## src/rtl/operand_pkg.sv

```systemverilog
// Shared types and constants for the operand matrix sequencer.
// addr_calc maps (outer, inner, transpose) to a row-major storage address.
package operand_pkg;

  localparam int MAX_DIM    = 4;
  localparam int ADDR_WIDTH = $clog2(MAX_DIM * MAX_DIM);
  localparam int DIM_WIDTH  = $clog2(MAX_DIM + 1);

  typedef enum logic [1:0] {
    IDLE,
    RUN,
    DRAIN,
    DONE
  } state_e;

  // Storage stride is always MAX_DIM, independent of the active sub-matrix size.
  function automatic logic [ADDR_WIDTH-1:0] addr_calc(
    input logic [DIM_WIDTH-1:0] o,
    input logic [DIM_WIDTH-1:0] i,
    input logic                 transpose
  );
    logic [ADDR_WIDTH-1:0] row;
    logic [ADDR_WIDTH-1:0] col;
    row = transpose ? ADDR_WIDTH'(i) : ADDR_WIDTH'(o);
    col = transpose ? ADDR_WIDTH'(o) : ADDR_WIDTH'(i);
    return (row * ADDR_WIDTH'(MAX_DIM)) + col;
  endfunction

endpackage

```

## src/rtl/operand_skid_fifo.sv

```systemverilog
// Two-entry FIFO holding {data, eol, last} between the register file read
// port and the stream consumer; simultaneous push and pop are both honoured.
module operand_skid_fifo #(
  parameter int WIDTH = 34
) (
  input  logic             clk_i,
  input  logic             rst_ni,
  input  logic             push_i,
  input  logic             pop_i,
  input  logic [WIDTH-1:0] data_i,
  output logic [WIDTH-1:0] data_o,
  output logic [1:0]       count_o
);

  logic [WIDTH-1:0] mem_q [2];
  logic [WIDTH-1:0] mem_d [2];
  logic             rd_ptr_q, rd_ptr_d;
  logic             wr_ptr_q, wr_ptr_d;
  logic [1:0]       count_q, count_d;
  logic             do_push, do_pop;

  // A push into a full buffer is only accepted when a pop frees a slot.
  always_comb begin
    mem_d    = mem_q;
    rd_ptr_d = rd_ptr_q;
    wr_ptr_d = wr_ptr_q;
    count_d  = count_q;
    do_pop   = pop_i && (count_q != 2'd0);
    do_push  = push_i && ((count_q != 2'd2) || do_pop);
    if (do_push) begin
      mem_d[wr_ptr_q] = data_i;
      wr_ptr_d        = ~wr_ptr_q;
    end
    if (do_pop) begin
      rd_ptr_d = ~rd_ptr_q;
    end
    case ({do_push, do_pop})
      2'b10:   count_d = count_q + 2'd1;
      2'b01:   count_d = count_q - 2'd1;
      default: count_d = count_q;
    endcase
  end

  always_ff @(posedge clk_i or negedge rst_ni) begin
    if (!rst_ni) begin
      mem_q[0] <= '0;
      mem_q[1] <= '0;
      rd_ptr_q <= 1'b0;
      wr_ptr_q <= 1'b0;
      count_q  <= 2'd0;
    end else begin
      mem_q    <= mem_d;
      rd_ptr_q <= rd_ptr_d;
      wr_ptr_q <= wr_ptr_d;
      count_q  <= count_d;
    end
  end

  assign data_o  = mem_q[rd_ptr_q];
  assign count_o = count_q;

endmodule

```

## src/rtl/operand_seq_ctrl.sv

```systemverilog
// Operand register file controller: arbitrates host writes against a
// sequenced dim x dim read stream (row-major or transposed) with backpressure.
module operand_seq_ctrl
  import operand_pkg::*;
#(
  parameter int DATA_WIDTH = 32
) (
  input  logic                  clk_i,
  input  logic                  rst_ni,
  input  logic                  start_i,
  input  logic [DIM_WIDTH-1:0]  dim_i,
  input  logic                  transpose_i,
  input  logic                  host_wr_valid_i,
  output logic                  host_wr_ready_o,
  input  logic [ADDR_WIDTH-1:0] host_wr_addr_i,
  input  logic [DATA_WIDTH-1:0] host_wr_data_i,
  output logic [ADDR_WIDTH-1:0] mem_addr_o,
  output logic [DATA_WIDTH-1:0] mem_wdata_o,
  output logic                  mem_we_o,
  input  logic [DATA_WIDTH-1:0] mem_rdata_i,
  output logic                  out_valid_o,
  input  logic                  out_ready_i,
  output logic [DATA_WIDTH-1:0] out_data_o,
  output logic                  out_eol_o,
  output logic                  out_last_o,
  output logic                  busy_o,
  output logic                  done_o,
  output logic                  cfg_err_o
);

  localparam int TAG_WIDTH = DATA_WIDTH + 2;

  state_e               state_q, state_d;
  logic [DIM_WIDTH-1:0] dim_q, dim_d;
  logic [DIM_WIDTH-1:0] o_q, o_d;
  logic [DIM_WIDTH-1:0] i_q, i_d;
  logic                 tr_q, tr_d;
  logic                 inflight_q, inflight_d;
  logic                 tag_eol_q, tag_eol_d;
  logic                 tag_last_q, tag_last_d;
  logic                 cfg_err_q, cfg_err_d;

  logic                 pop;
  logic                 host_hs;
  logic                 issue_eol;
  logic                 issue_last;
  logic [1:0]           fifo_count;
  logic [2:0]           occupancy;
  logic [TAG_WIDTH-1:0] fifo_out;

  assign out_valid_o = (fifo_count != 2'd0);
  assign pop         = out_valid_o && out_ready_i;
  assign {out_data_o, out_eol_o, out_last_o} = fifo_out;

  assign busy_o    = (state_q != IDLE);
  assign done_o    = (state_q == DONE);
  assign cfg_err_o = cfg_err_q;

  // Start takes the port over a same-cycle host write; busy cycles stall the host.
  assign host_wr_ready_o = rst_ni && (state_q == IDLE) && !start_i;
  assign host_hs         = host_wr_valid_i && host_wr_ready_o;
  assign mem_we_o        = host_hs;
  assign mem_addr_o      = host_hs ? host_wr_addr_i : addr_calc(o_q, i_q, tr_q);
  assign mem_wdata_o     = host_hs ? host_wr_data_i : '0;

  // Counting the in-flight read as occupied keeps the 2-entry buffer from overflowing.
  assign occupancy  = {1'b0, fifo_count} + {2'b00, inflight_q} - {2'b00, pop};
  assign issue_eol  = (i_q == dim_q - DIM_WIDTH'(1));
  assign issue_last = issue_eol && (o_q == dim_q - DIM_WIDTH'(1));

  always_comb begin
    state_d    = state_q;
    dim_d      = dim_q;
    tr_d       = tr_q;
    o_d        = o_q;
    i_d        = i_q;
    inflight_d = 1'b0;
    tag_eol_d  = tag_eol_q;
    tag_last_d = tag_last_q;
    cfg_err_d  = 1'b0;

    case (state_q)
      IDLE: begin
        if (start_i) begin
          if ((dim_i != '0) && (dim_i <= DIM_WIDTH'(MAX_DIM))) begin
            dim_d   = dim_i;
            tr_d    = transpose_i;
            o_d     = '0;
            i_d     = '0;
            state_d = RUN;
          end else begin
            cfg_err_d = 1'b1;
          end
        end
      end
      RUN: begin
        if (occupancy < 3'd2) begin
          inflight_d = 1'b1;
          tag_eol_d  = issue_eol;
          tag_last_d = issue_last;
          if (issue_eol) begin
            i_d = '0;
            if (issue_last) begin
              o_d     = '0;
              state_d = DRAIN;
            end else begin
              o_d = o_q + DIM_WIDTH'(1);
            end
          end else begin
            i_d = i_q + DIM_WIDTH'(1);
          end
        end
      end
      DRAIN: begin
        if (!inflight_q && (fifo_count == 2'd0)) begin
          state_d = DONE;
        end
      end
      DONE: begin
        state_d = IDLE;
      end
      default: begin
        state_d = IDLE;
      end
    endcase
  end

  always_ff @(posedge clk_i or negedge rst_ni) begin
    if (!rst_ni) begin
      state_q    <= IDLE;
      dim_q      <= '0;
      tr_q       <= 1'b0;
      o_q        <= '0;
      i_q        <= '0;
      inflight_q <= 1'b0;
      tag_eol_q  <= 1'b0;
      tag_last_q <= 1'b0;
      cfg_err_q  <= 1'b0;
    end else begin
      state_q    <= state_d;
      dim_q      <= dim_d;
      tr_q       <= tr_d;
      o_q        <= o_d;
      i_q        <= i_d;
      inflight_q <= inflight_d;
      tag_eol_q  <= tag_eol_d;
      tag_last_q <= tag_last_d;
      cfg_err_q  <= cfg_err_d;
    end
  end

  // Read data arrives one cycle after issue and is tagged from the issue-time indices.
  operand_skid_fifo #(
    .WIDTH(TAG_WIDTH)
  ) u_fifo (
    .clk_i  (clk_i),
    .rst_ni (rst_ni),
    .push_i (inflight_q),
    .pop_i  (pop),
    .data_i ({mem_rdata_i, tag_eol_q, tag_last_q}),
    .data_o (fifo_out),
    .count_o(fifo_count)
  );

endmodule

```

## config.mk

```make
export PLATFORM = sky130hd
export DESIGN_NAME = operand_seq_ctrl
export DESIGN_NICKNAME = d
export VERILOG_FILES = /design/src/rtl/operand_pkg.sv /design/src/rtl/operand_skid_fifo.sv /design/src/rtl/operand_seq_ctrl.sv
export SDC_FILE = /design/constraint.sdc
export NUM_CORES = 1
export LEC_CHECK = 0
export BUFFER_PORTS_ARGS = -buffer_cell sky130_fd_sc_hd__clkbuf_2
export CAP_MARGIN = 20
export CORE_AREA = 3 3 95 97
export CTS_CLUSTER_SIZE = 24
export DETAILED_ROUTE_END_ITERATION = 8
export DIE_AREA = 0 0 98 100
export PLACE_DENSITY = 0.85
export SETUP_SLACK_MARGIN = 0.02
export SYNTH_ARGS = -nofsm -noshare
export SYNTH_HDL_FRONTEND = slang
export SYNTH_HIERARCHICAL = 1
export SYNTH_SLANG_ARGS = --single-unit
```

## constraint.sdc

```tcl
create_clock -name clk_i -period 5.38 [get_ports clk_i]
set_clock_uncertainty 0.15 [all_clocks]
set_input_delay 0.269 -clock clk_i [delete_from_list [all_inputs] [get_ports clk_i]]
set_output_delay 0.269 -clock clk_i [all_outputs]
set_load 0.02 [all_outputs]
```

==> results.md, run 1 <==
* Status: finished, final reports clean
* Antenna viol nets, final at 0
* Total grt overflow at 0
* Sw frac at 39.1%
* Pwr dens at around 600 nW/µm²
* H-tree Lvls at 3
* PortBufs at between 150 and 200
* Max-Cap Viols at 0
* Routed wire length per instance at 17.4 µm
* Post-Syn Area at around 4600 µm²
* CTS buffer count at 9
* TritonCTS clock tree: done
* Setup TNS Final at 0 ns
* Max VDD drop at between 0.2 and 0.3 mV
* Xor/xnor share of the synthesized area at between 2 and 3%
* Adder-cell share of the synthesized area at 3.19%
* Initial antenna violation count at 0
* Combinational fraction of design power at about half
* Most common flop cell mapped by yosys: dfrtp_1
* Synth warn at 6
* Least-Margin Pin Slew at between 0.9 and 1 ns
* Sw Pwr at between 1 and 1.5 mW
* Final min period at ~3.3 ns
* Largest family of logic cells by synthesized area: multiplexers
* Arrival time at the worst endpoint at 2.87 ns
* Synth Instances at 361
* Final Cycle Share at roughly three fifths
* Final Cell Area at around 5700 µm²
* Vias in the first global route at about 3700
* Longest Clk Path Bufs at 2
* GP Congestion at approximately 0.85
* Synthesis-to-layout area growth at 24.8%
* Mux cell area share after synthesis at around 28%
* Layout cell share with drive strength beyond 1 at 54.2%
* # setup viols final at 0
* Number of clock sinks at 88
* Commonest non-fill, non-tap cell in the layout: clkbuf_2
* Die height at roughly 100 µm
* Relative slew margins at between 30% and 40%
* Clock share of power at between 10 and 15%
* Sequential fraction of the synthesis area at roughly 48%
* Via count at approximately 3400
* Post-synth EDFFs at 0
* Critical path fanouts, max at 34
* Highest-count cells in the layout ignoring fill and taps: clkbuf_2 (151), mux2_2 (105), dfrtp_1 (88)
* Starting Density at 55.4%
* Seq pwr share at a little over a third
* Die W at just under 100 µm
* DRC at 0
* Drt first-iter violations at 77
* Row count at 33
* Final #Nets at about 610
* Vias per cell at between 5 and 6
* Simple-gate share of the synthesized area at 9.79%
* FFs w/ async S/R, synth at 100%
* Slew Limit Fails at 0
* Syn Area/Cell at 12.6 µm²
* Lkg Pwr at between 2 and 3 nW
* Clock root cell: clkbuf_8
* Hold WS at roughly 0.015 ns
* First-pass GRT wire length at around 17000 µm
* Startpoint types: primary input
* Synthesized Nets at 449
* GR Util All Layers at between 20% and 30%
* Internal at a little over 2 mW
* Core footprint at about 8200 µm²
* CP Capture Type: output port
* Max Clock Freq at 304 MHz
* Placed instance area at roughly 5400 µm²
* Synth unique cells at 40
* Final wirelength at around 11000 µm
* Hpwl dp at about 8000 µm
* Clk Latency, worst-skew pair at ~0.36 ns
* I/O pins at 153
* Largest net degree at the start of global routing at between 50 and 60
* Compound-Gate Fraction of Synth Area at between 3 and 4%
* Synthesized flop and latch total at between 80 and 90
* Area of the die at just under 10000 µm²
* Hold Crit Class: in -> reg
* Antenna diodes at 0
* Worst Path Required at just under 5 ns
* RSZ-0062 raised after global routing: no
* Crit path kind: in -> out
* Endpoints failing hold at 0
* Pre-antenna DRT Iters at 4
* Clock-pin slew on the worst setup and hold paths at roughly 0.08 ns
## layout make-up
class | count | area [µm²]
fillers | 600 | 2540
flip-flops and latches | 88 | 2200
multi-input cells | 241 | 2190
repair buffers | 166 | 896
well taps | 105 | 131
clock buffers | 9 | 124
clock inverters | 6 | 92.6
inverters | 12 | 45.0
## worst paths after layout
path	from	end	slack, ns	cells after the start
hold / removal	mem_rdata_i[22]	u_fifo/mem_q[24]$_DFFE_PN0P_	0.01	2
max in group asynchronous	rst_ni	u_fifo/mem_q[25]$_DFFE_PN0P_	3.74	3
setup reg to reg	u_fifo/count_o[1]$_DFFE_PN0P_	o_q[0]$_DFFE_PN0P_	2.22	10
setup / recovery	rst_ni	mem_addr_o[2]	2.09	6
hold reg to reg	u_fifo/mem_q[1]$_DFFE_PN0P_	u_fifo/mem_q[1]$_DFFE_PN0P_	0.36	1
min in group asynchronous	rst_ni	dim_q[2]$_DFFE_PN0P_	0.28	2
## per-layer routing
metal  vias to the layer above  track usage [%]  wire, µm
met1                      1647             25.6      4200
met2                       152             41.4      5640
met3                        26             4.38       669
met5                         -                0         0
met4                         0             10.3       366
li1                       1593                -         -
## worst max-delay path, stage by stage
cell           delay, ns
dlygate4sd3_1       0.55
buf_4               0.41
and3_1              0.75
and2_1              0.36
mux2_2              0.36
clkbuf_2            0.15
## synthesized netlist by cell type (3+ instances only)
cell type	number	area, µm²
buf_6	5	56.3
o21a_1	4	30.0
nand2_1	14	52.6
nand3_1	4	20.0
nand3b_1	3	22.5
buf_2	4	20.0
and3_1	33	206
nor2_1	6	22.5
mux2i_1	8	80.1
xnor2_1	8	70.1
xor2_1	5	43.8
dfrtp_1	88	2200
ha_1	10	125
o21ai_0	11	55.1
clkbuf_1	10	37.5
inv_1	12	45.0
mux2_2	105	1180
## flip-flops by register name, indices dropped and copies added, names as in the netlist, 2 cells and up
name	cells
u_fifo/mem_q	68
state_q	2
o_q	3
i_q	3
dim_q	3
u_fifo/count_o	2
## power groups by stage
| stage | Combinational (mW) | Clock (mW) | Sequential, mW |
|---|---|---|---|
| after floorplan | 1.29 | 0 | 1.13 |
| after global placement | 1.63 | 0 | 1.18 |
| after detailed placement | 1.68 | 0 | 1.21 |
| after CTS | 1.70 | 0.513 | 1.20 |
| after global routing | 1.82 | 0.544 | 1.25 |
| final | 1.68 | 0.502 | 1.20 |
## cell families (layout without fill, tap and decap cells)
family / Yosys count / in the layout
multiplexers: 114 / 114
flip-flops: 88 / 88
AND/OR/NAND/NOR: 76 / 76
buffers and inverters: 32 / 193
AO/OA/AOI/OAI: 26 / 26
XOR/XNOR: 14 / 14
adder cells (fa/ha/maj): 11 / 11
## per-stage QoR
step                      utilization [%]  setup WS (ns)  std cells  total power, mW
final                                69.1           2.09        627             3.38
after global routing                 69.1           1.89        627             3.61
after CTS                            69.0           2.12        626             3.42
after detailed placement             65.1           2.25        601             2.89
after global placement               65.1           2.42        601             2.80
after floorplan                         -           2.46        361             2.42
## repair_timing
action	in CTS	in global routing
setup buffers	0	0
setup endpoints to repair	0	0
hold buffers	10	1
hold endpoints to repair	43	1
resized for setup	0	0
No activity file was read; power rests on OpenSTA's default activity.
==> run 2: changes to the inputs <==
--- a/config.mk
+++ b/config.mk
@@ -5,13 +5,14 @@
 export SDC_FILE = /design/constraint.sdc
 export NUM_CORES = 1
 export LEC_CHECK = 0
+export ABC_AREA = 1
 export BUFFER_PORTS_ARGS = -buffer_cell sky130_fd_sc_hd__clkbuf_2
 export CAP_MARGIN = 20
-export CORE_AREA = 3 3 95 97
+export CORE_AREA = 3 3 102 104
 export CTS_CLUSTER_SIZE = 24
 export DETAILED_ROUTE_END_ITERATION = 8
-export DIE_AREA = 0 0 98 100
-export PLACE_DENSITY = 0.85
+export DIE_AREA = 0 0 105 107
+export PLACE_DENSITY = 0.8
 export SETUP_SLACK_MARGIN = 0.02
 export SYNTH_ARGS = -nofsm -noshare
 export SYNTH_HDL_FRONTEND = slang
==> constraint.sdc (replaced) <==
create_clock -name clk_i -period 3.15 [get_ports clk_i]
set_clock_uncertainty 0.15 [all_clocks]
set_input_delay 0.1575 -clock clk_i [delete_from_list [all_inputs] [get_ports clk_i]]
set_output_delay 0.1575 -clock clk_i [all_outputs]
set_load 0.02 [all_outputs]
==> run 2 against run 1 <==
Net effect:
- count of clock-buffer cells in the layout grew 1
- power grew 75%
- combinational power grew 88%
- critical path depth grew 5
==> results.md, run 2 <==
* Status: finished, final reports clean
* Least-Margin Pin Slew at 0.774 ns (-0.211 ns)
* Drt first-iter violations at 286 (+270%)
* Final wirelength at 13500 µm (+24%)
* Starting Density at 51.7% (-3.7 points)
* Critical path's most frequent cell: nand2_1
* I/O pins at 153 (unchanged)
* Pwr Total at 5.90 mW (+75%)
* Synth warn at 6 (unchanged)
* First-pass GRT wire length at 22100 µm (+26%)
* Worst Path Required at 3.27 ns (-1.69 ns)
* Endpoints failing hold at 0 (unchanged)
* Area of the die at 11200 µm² (+15%)
* Clock-pin slew on the worst setup and hold paths at 0.08 ns (about the same)
* Vias per cell at 5.07 (-7.0%)
* Pwr dens at 935 nW/µm² (+57%)
* Largest net degree at the start of global routing at 73 (+28%)
* Hold Crit Class: in -> reg
* TritonCTS clock tree: done
* Synth unique cells at 30 (-25%)
* Final #Nets at 935 (+54%)
* Total grt overflow at 0 (unchanged)
* PortBufs at 152 (unchanged)
* Layout cell share with drive strength beyond 1 at 23.4% (-31 points)
* CP max stage delay at 0.55 ns (-0.20 ns)
* PostCTS Resize Cnt at 0 (unchanged)
* Placed instance area at 5730 µm² (+7.1%)
* Post-synth top area cell: dfrtp_1
* Biggest register: u_fifo/mem_q
* Synthesized flop and latch total at 88 (unchanged)
* # setup viols final at 0 (unchanged)
* Sequential fraction of the synthesis area at 44.2% (-4.2 points)
* Syn Area/Cell at 7.34 µm² (-42%)
* Top post-synthesis cells by area: dfrtp_1 (44%), nand2_1 (23%), nand4_1 (8.7%)
* Via count at 4994 (+46%)
* Hpwl dp at 8930 µm (+12%)
* Number of clock sinks at 88 (unchanged)
* Most common flop cell mapped by yosys: dfrtp_1
* Top-area cell type share of the netlist area at 44.2% (-4.2 points)
* Longest Clk Path Bufs at 2 (unchanged)
* Max VDD drop at 0.551 mV (+110%)
* Synthesized Nets at 766 (+71%)
* Most frequent cell after synthesis: nand2_1
* Worst path slowest cell: fa_1
* Post-synth EDFFs at 0 (unchanged)
* Final min period at around 2.6 ns
* Initial antenna violation count at 0 (unchanged)
* Highest-count cells in the layout ignoring fill and taps: nand2_1 (301), clkbuf_2 (151), dfrtp_1 (87)
* Critical path fanouts, max at 8 (-76%)
* Largest register FFs at 68 (unchanged)
* Core footprint at 9640 µm² (+17%)
* Die height at 107 µm (+7.0%)
* Max-Cap Viols at 0 (unchanged)
* DRC at 0 (unchanged)
* Setup slack after layout at 0.529 ns (-1.57 ns)
* Antenna diodes at 0 (unchanged)
* Arrival time at the worst endpoint at 2.74 ns (-0.13 ns)
* Worst path cell trace: o21a_1, ha_1, inv_1, nand2_1, fa_1, nand4_4, o21ai_2, nand2_1, nor2_1, nand2_1, o21ai_0
* Post-CTS Setup Bufs at 0 (unchanged)
* Antenna viol nets, final at 0 (unchanged)
* Final Cycle Share at between 80% and 90%
* FFs w/ async S/R, synth at 100% (unchanged)
* Clock root cell: clkbuf_8
* Die W at 105 µm (+7.1%)
* Post-Syn Area at 4980 µm² (+9.4%)
* Relative slew margins at 48.4% (+14 points)
* Row count at 36 (+9.1%)
* Max Clock Freq at 381 MHz
* Slew Limit Fails at 0 (unchanged)
* GR Util All Layers at 23.7% (+1.0 points)
* Lkg Pwr at 3.73 nW (+30%)
* Fill cell count at 839 (+40%)
* CTS buffer count at 9 (unchanged)
* Synth Instances at 678 (+88%)
* Crit path kind: reg -> reg
* Worst slack, placed at 0.547 ns (-1.70 ns)
* Synthesis-to-layout area growth at 26.9%
* Post-synth top cells: nand2_1 (301), dfrtp_1 (88), nand4_1 (69), inv_1 (60), nor2_1 (43)
* Startpoint types: flop
* Vias in the first global route at 4771 (+30%)
* GP Congestion at 0.784 (-8.3%)
* Pre-antenna DRT Iters at 5 (+1)
* Commonest non-fill, non-tap cell in the layout: nand2_1
* Clk Latency, worst-skew pair at 0.35 ns (about the same)
* RSZ-0062 raised after global routing: no
* H-tree Lvls at 3 (unchanged)
* Hold WS at 0.0857 ns (+0.0712 ns)
* CP Capture Type: flop
* Final Cell Area at 6320 µm² (+11%)
* Routed wire length per instance at 13.7 µm (-21%)
* Setup TNS Final at 0 ns (unchanged)
-- run 2: cell count changes in the layout (fill, tap and decap cells not counted), sizes merged, moves of 17 or more --
cell         before  now
and3             33    0
nand2            14  305
nand3             4   21
inv              14   64
mux2            106    1
dlygate4sd3      11   38
nor2              7   46
nand4             2   70
-- run 2: through the flow --
stage | utilization (%) | instances
after global routing | 65.5 | 985
after global placement | 59.5 | 931
after CTS | 65.5 | 985
after floorplan | - | 678
after detailed placement | 59.5 | 931
final | 65.5 | 985
-- run 2: path summary, 6_finish.rpt --
path / start / end / slack, ns / cells after the start
max reg2reg: u_fifo/count_o[1]$_DFFE_PN0P_ / i_q[1]$_DFFE_PN0P_ / 0.53 / 11
max: u_fifo/count_o[1]$_DFFE_PN0P_ / i_q[1]$_DFFE_PN0P_ / 0.53 / 11
max in group asynchronous: rst_ni / inflight_q$_DFF_PN0_ / 1.49 / 4
min reg2reg: u_fifo/mem_q[35]$_DFFE_PN0P_ / u_fifo/mem_q[35]$_DFFE_PN0P_ / 0.33 / 2
min: dim_i[2] / dim_q[2]$_DFFE_PN0P_ / 0.09 / 4
min in group asynchronous: rst_ni / u_fifo/mem_q[40]$_DFFE_PN0P_ / 0.35 / 3
-- run 2: final cells by class --
cell class / count / area, µm² / share of cell area [%]
sequential: 88 / 2200 / 34.9
clock buffer: 10 / 138 / 2.18
clock inverter: 6 / 67.6 / 1.07
inverter: 64 / 240 / 3.80
tap: 133 / 166 / 2.63
multi-input combinational: 485 / 2290 / 36.3
timing repair buffer: 199 / 1210 / 19.2
-- run 2: repair_timing --
item	4_1_cts	5_1_grt
setup endpoints to repair	0	0
hold buffers	38	0
endpoints found under the hold margin	114	0
-- run 2: cell families (layout without fill, tap and decap cells) --
family / after synthesis / count (layout) / share of synthesized area (%)
adder cells (fa/ha/maj): 11 / 11 / 2.91
flip-flops: 88 / 88 / 44.2
AO/OA/AOI/OAI: 23 / 23 / 2.54
XOR/XNOR: 4 / 4 / 0.704
buffers and inverters: 105 / 279 / 9.77
multiplexers: 1 / 1 / 0.226
AND/OR/NAND/NOR: 446 / 446 / 39.6
-- run 2: worst max-delay path: cells and delay by family (launching register included) --
family / cells / cell delay (ns)
AO/OA/AOI/OAI: 3 / 0.46
adder cells (fa/ha/maj): 2 / 0.84
buffers and inverters: 1 / 0.05
flip-flops: 1 / 0.49
AND/OR/NAND/NOR: 5 / 0.55
-- run 2: report_power, final --
group	switching (mW)	internal (mW)
Sequential	0.351	1.59
Clock	0.415	0.391
Combinational	2.15	1.01
-- run 2: per-layer routing --
layer  part of all wire, %  vias to the layer above  GRT usage (%)
met4                   1.2                        0           5.62
met5                     0                        -              0
met2                    51                      161           41.0
met1                    42                     2332           30.6
met3                   5.8                       18           4.94
li1                      -                     2483              -
==> run 3: changes to the inputs <==
--- a/config.mk
+++ b/config.mk
@@ -5,14 +5,14 @@
 export SDC_FILE = /design/constraint.sdc
 export NUM_CORES = 1
 export LEC_CHECK = 0
-export ABC_AREA = 1
+export ABC_AREA = 0
 export BUFFER_PORTS_ARGS = -buffer_cell sky130_fd_sc_hd__clkbuf_2
 export CAP_MARGIN = 20
-export CORE_AREA = 3 3 102 104
+export CORE_AREA = 3 3 104 106
 export CTS_CLUSTER_SIZE = 24
 export DETAILED_ROUTE_END_ITERATION = 8
-export DIE_AREA = 0 0 105 107
-export PLACE_DENSITY = 0.8
+export DIE_AREA = 0 0 107 109
+export PLACE_DENSITY = 0.76
 export SETUP_SLACK_MARGIN = 0.02
 export SYNTH_ARGS = -nofsm -noshare
 export SYNTH_HDL_FRONTEND = slang
==> constraint.sdc (replaced) <==
create_clock -name clk_i -period 2.4 [get_ports clk_i]
set_clock_uncertainty 0.15 [all_clocks]
set_input_delay 0.12 -clock clk_i [delete_from_list [all_inputs] [get_ports clk_i]]
set_output_delay 0.12 -clock clk_i [all_outputs]
set_load 0.02 [all_outputs]
==> run 3 against run 2 <==
Net effect:
- the run now ends with negative setup slack left
- core utilization fell by 2.5 points
- power rose by 36%
- sequential share of layout area rose by 0.53 points
- register-to-register slack got worse by 0.68 ns
- critical path type unchanged
- design area fell by 1.5%
- fmax rose by 2.9%
- largest cell class unchanged
- global-route usage fell by 4.6 points
- final cell count fell by 29%
==> results.md, run 3 (same netlist as run 1, synthesis figures left out) <==
* CTS buffer count at 9 (unchanged)
* Pre-antenna DRT Iters at 5 (unchanged)
* Hold Path Depth at 4 (unchanged)
* Vias in the first global route at 3662 (-23%)
* Vias per cell at 5.07 (about the same)
* CP Capture Type: flop
* Initial antenna violation count at 0 (unchanged)
* Status: complete, but fails checks
* Largest net degree at the start of global routing at 61 (-16%)
* Largest register FFs at 68 (unchanged)
* Clock share of power at 14.3% (+0.7 points)
* Max-Cap Viols at 0 (unchanged)
* Final Cycle Share at 106% (+23 points)
* Critical path fanouts, max at 4 (-4)
* # setup viols final at 10 (+10)
* Area of the die at 11700 µm² (+3.8%)
* CP max stage delay at 0.41 ns (-0.14 ns)
* Total grt overflow at 0 (unchanged)
* DRC at 0 (unchanged)
* Antenna viol nets, final at 0 (unchanged)
* Least-Margin Pin Slew at 0.747 ns (-0.0271 ns)
* Endpoints failing hold at 0 (unchanged)
* Antenna diodes at 0 (unchanged)
* Via count at 3553 (-29%)
* Failing checks: negative setup slack
* Final min period at 2.55 ns (-0.0740 ns)
* Clk Latency, worst-skew pair at 0.36 ns (about the same)
* Sw Pwr at 3.12 mW (+6.8%)
* Setup TNS Final at -0.939 ns (-0.939 ns)
* Arrival time at the worst endpoint at 2.67 ns (-0.07 ns)
* Internal at 4.90 mW (+64%)
* Clock root cell: clkbuf_8
* GR Util All Layers at 19.1% (-4.6 points)
* R2R cell count at 10 (-1)
* Hold WS at 0.0416 ns (-0.0441 ns)
* Combinational fraction of design power at 52.5% (-1.0 points)
* Longest Clk Path Bufs at 2 (unchanged)
* Worst path bufs/invs at 0 (-1)
* Cell family with most CP delay: simple AND/OR/NAND/NOR gates
* Crit path kind: reg -> reg
* Drt first-iter violations at 143 (-50%)
* RSZ-0062 raised after global routing: yes
* Placed instance area at 5540 µm² (-3.3%)
* H-tree Lvls at 3 (unchanged)
* Final #Nets at 651 (-30%)
* Core footprint at 9860 µm² (+2.3%)
* Row count at 36 (unchanged)
* Worst path cell trace: or2_4, and2_4, ha_4, nand2b_4, fa_2, xnor2_2, nand3_2, nor2_2, o21a_2, mux2i_1
* Routed wire length per instance at 15.9 µm (+16%)
* Starting Density at 46.1% (-5.5 points)
* Slew Limit Fails at 0 (unchanged)
* I/O pins at 153 (unchanged)
* Seq pwr share at 33.2% (+0.3 points)
* Sw frac at 38.9% (-11 points)
* Synthesis-to-layout area growth at 36.7%
* Max Clock Freq at 393 MHz (+2.9%)
* GP Congestion at 0.795 (+1.4%)
* Worst slack, placed at -0.184 ns (-0.732 ns)
* Clock-pin slew on the worst setup and hold paths at 0.10 ns (+0.02 ns)
* Highest-count cells in the layout ignoring fill and taps: clkbuf_2 (151), mux2_2 (105), dfrtp_1 (87)
* Die height at 109 µm (+1.9%)
* Cells after DPL at 642 (-31%)
* Biggest register: u_fifo/mem_q
* Fill cell count at 773 (-7.9%)
* Number of clock sinks at 88 (unchanged)
* First-pass GRT wire length at 17400 µm (-21%)
* Relative slew margins at 50.2% (+1.8 points)
* Commonest non-fill, non-tap cell in the layout: clkbuf_2
* Final non-filler cell total at 701 (-29%)
* Layout cell share with drive strength beyond 1 at 56.0% (+33 points)
* Die W at 107 µm (+1.9%)
* Hpwl dp at 7720 µm (-14%)
* Worst Path Required at 2.52 ns (-0.75 ns)
* Max VDD drop at 0.543 mV (-1.3%)
* Pwr dens at 1290 nW/µm² (+38%)
* Multi-input logic area at 2270 µm² (-0.98%)
* Hold Crit Class: in -> reg
* Worst path slowest cell: dfrtp_2
* Register area at 2200 µm² (unchanged)
* Lkg Pwr at 3.10 nW (-17%)
* CP Depth at 10 (-1)
* Startpoint types: flop
* TritonCTS clock tree: done
* Final wirelength at 11100 µm (-18%)
* Final Cell Area at 6220 µm² (-1.5%)
* PortBufs at 152 (unchanged)
* Setup slack after layout at -0.147 ns (-0.676 ns)
## run 3: cell types whose count changed in the layout (fill, tap and decap cells not counted), sizes merged, moves of 7 or more
cell,before,now
nand2,305,14
mux2,1,106
nand4,70,2
inv,64,15
nor2,46,8
and3,0,33
nand3,21,4
buf,10,22
mux2i,0,8
o21ai,18,11
xnor2,1,8
## run 3: worst min-delay path: stages
cell and delay (ns):
clkbuf_2 0.10, nand2_1 0.14, o21ai_0 0.11, nand2_1 0.05
## run 3: worst paths after layout
kind / from / end / slack [ns]
worst max-delay path: u_fifo/count_o[1]$_DFFE_PN0P_ / o_q[1]$_DFFE_PN0P_ / -0.15
worst min-delay path: start_i / dim_q[1]$_DFFE_PN0P_ / 0.04
worst max register to register: u_fifo/count_o[1]$_DFFE_PN0P_ / o_q[1]$_DFFE_PN0P_ / -0.15
worst min register to register: tag_last_q$_DFFE_PN0P_ / tag_last_q$_DFFE_PN0P_ / 0.35
max in group asynchronous: rst_ni / u_fifo/mem_q[21]$_DFFE_PN0P_ / 0.81
min in group asynchronous: rst_ni / cfg_err_o$_DFF_PN0_ / 0.21
## run 3: layout make-up
cell class                      instances  area share [%]
Timing Repair Buffer                  210            21.1
Tap cell                              133            2.67
Clock buffer                            9            1.99
Inverter                               12           0.724
Clock inverter                          7            1.61
Multi-Input combinational cell        242            36.5
Sequential cell                        88            35.4
## run 3: routing by layer
metal  GRT usage [%]  wire length (µm)  vias to the layer above
met5               0                 0                        -
met4            4.11                84                        0
met3            4.68               652                        9
met2            36.2              5790                      140
met1            21.9              4590                     1720
li1                -                 -                     1684
## run 3: through the flow
| step | utilization, % | power [mW] |
|---|---|---|
| after floorplan | - | 5.51 |
| after global placement | 56.2 | 6.53 |
| after detailed placement | 56.2 | 6.68 |
| after CTS | 62.6 | 7.97 |
| after global routing | 63.1 | 8.53 |
| final | 63.1 | 8.01 |
## run 3: power groups by stage
stage          logic, mW  registers (mW)  clock network, mW
4_1_cts             4.15            2.66               1.17
6_report            4.21            2.66               1.15
5_1_grt             4.53            2.75               1.24
3_3_place_gp        3.91            2.61                  0
2_1_floorplan       2.96            2.55                  0
3_5_place_dp        4.00            2.69                  0
## run 3: timing repair
item | in CTS | in global routing
hold buffers | 37 | 0
setup endpoints to repair | 59 | 24
setup buffers | 3 | 4
gates resized for setup | 4 | 10
cloned | 1 | 0
endpoints found under the hold margin | 96 | 0
pin swaps | 6 | 9
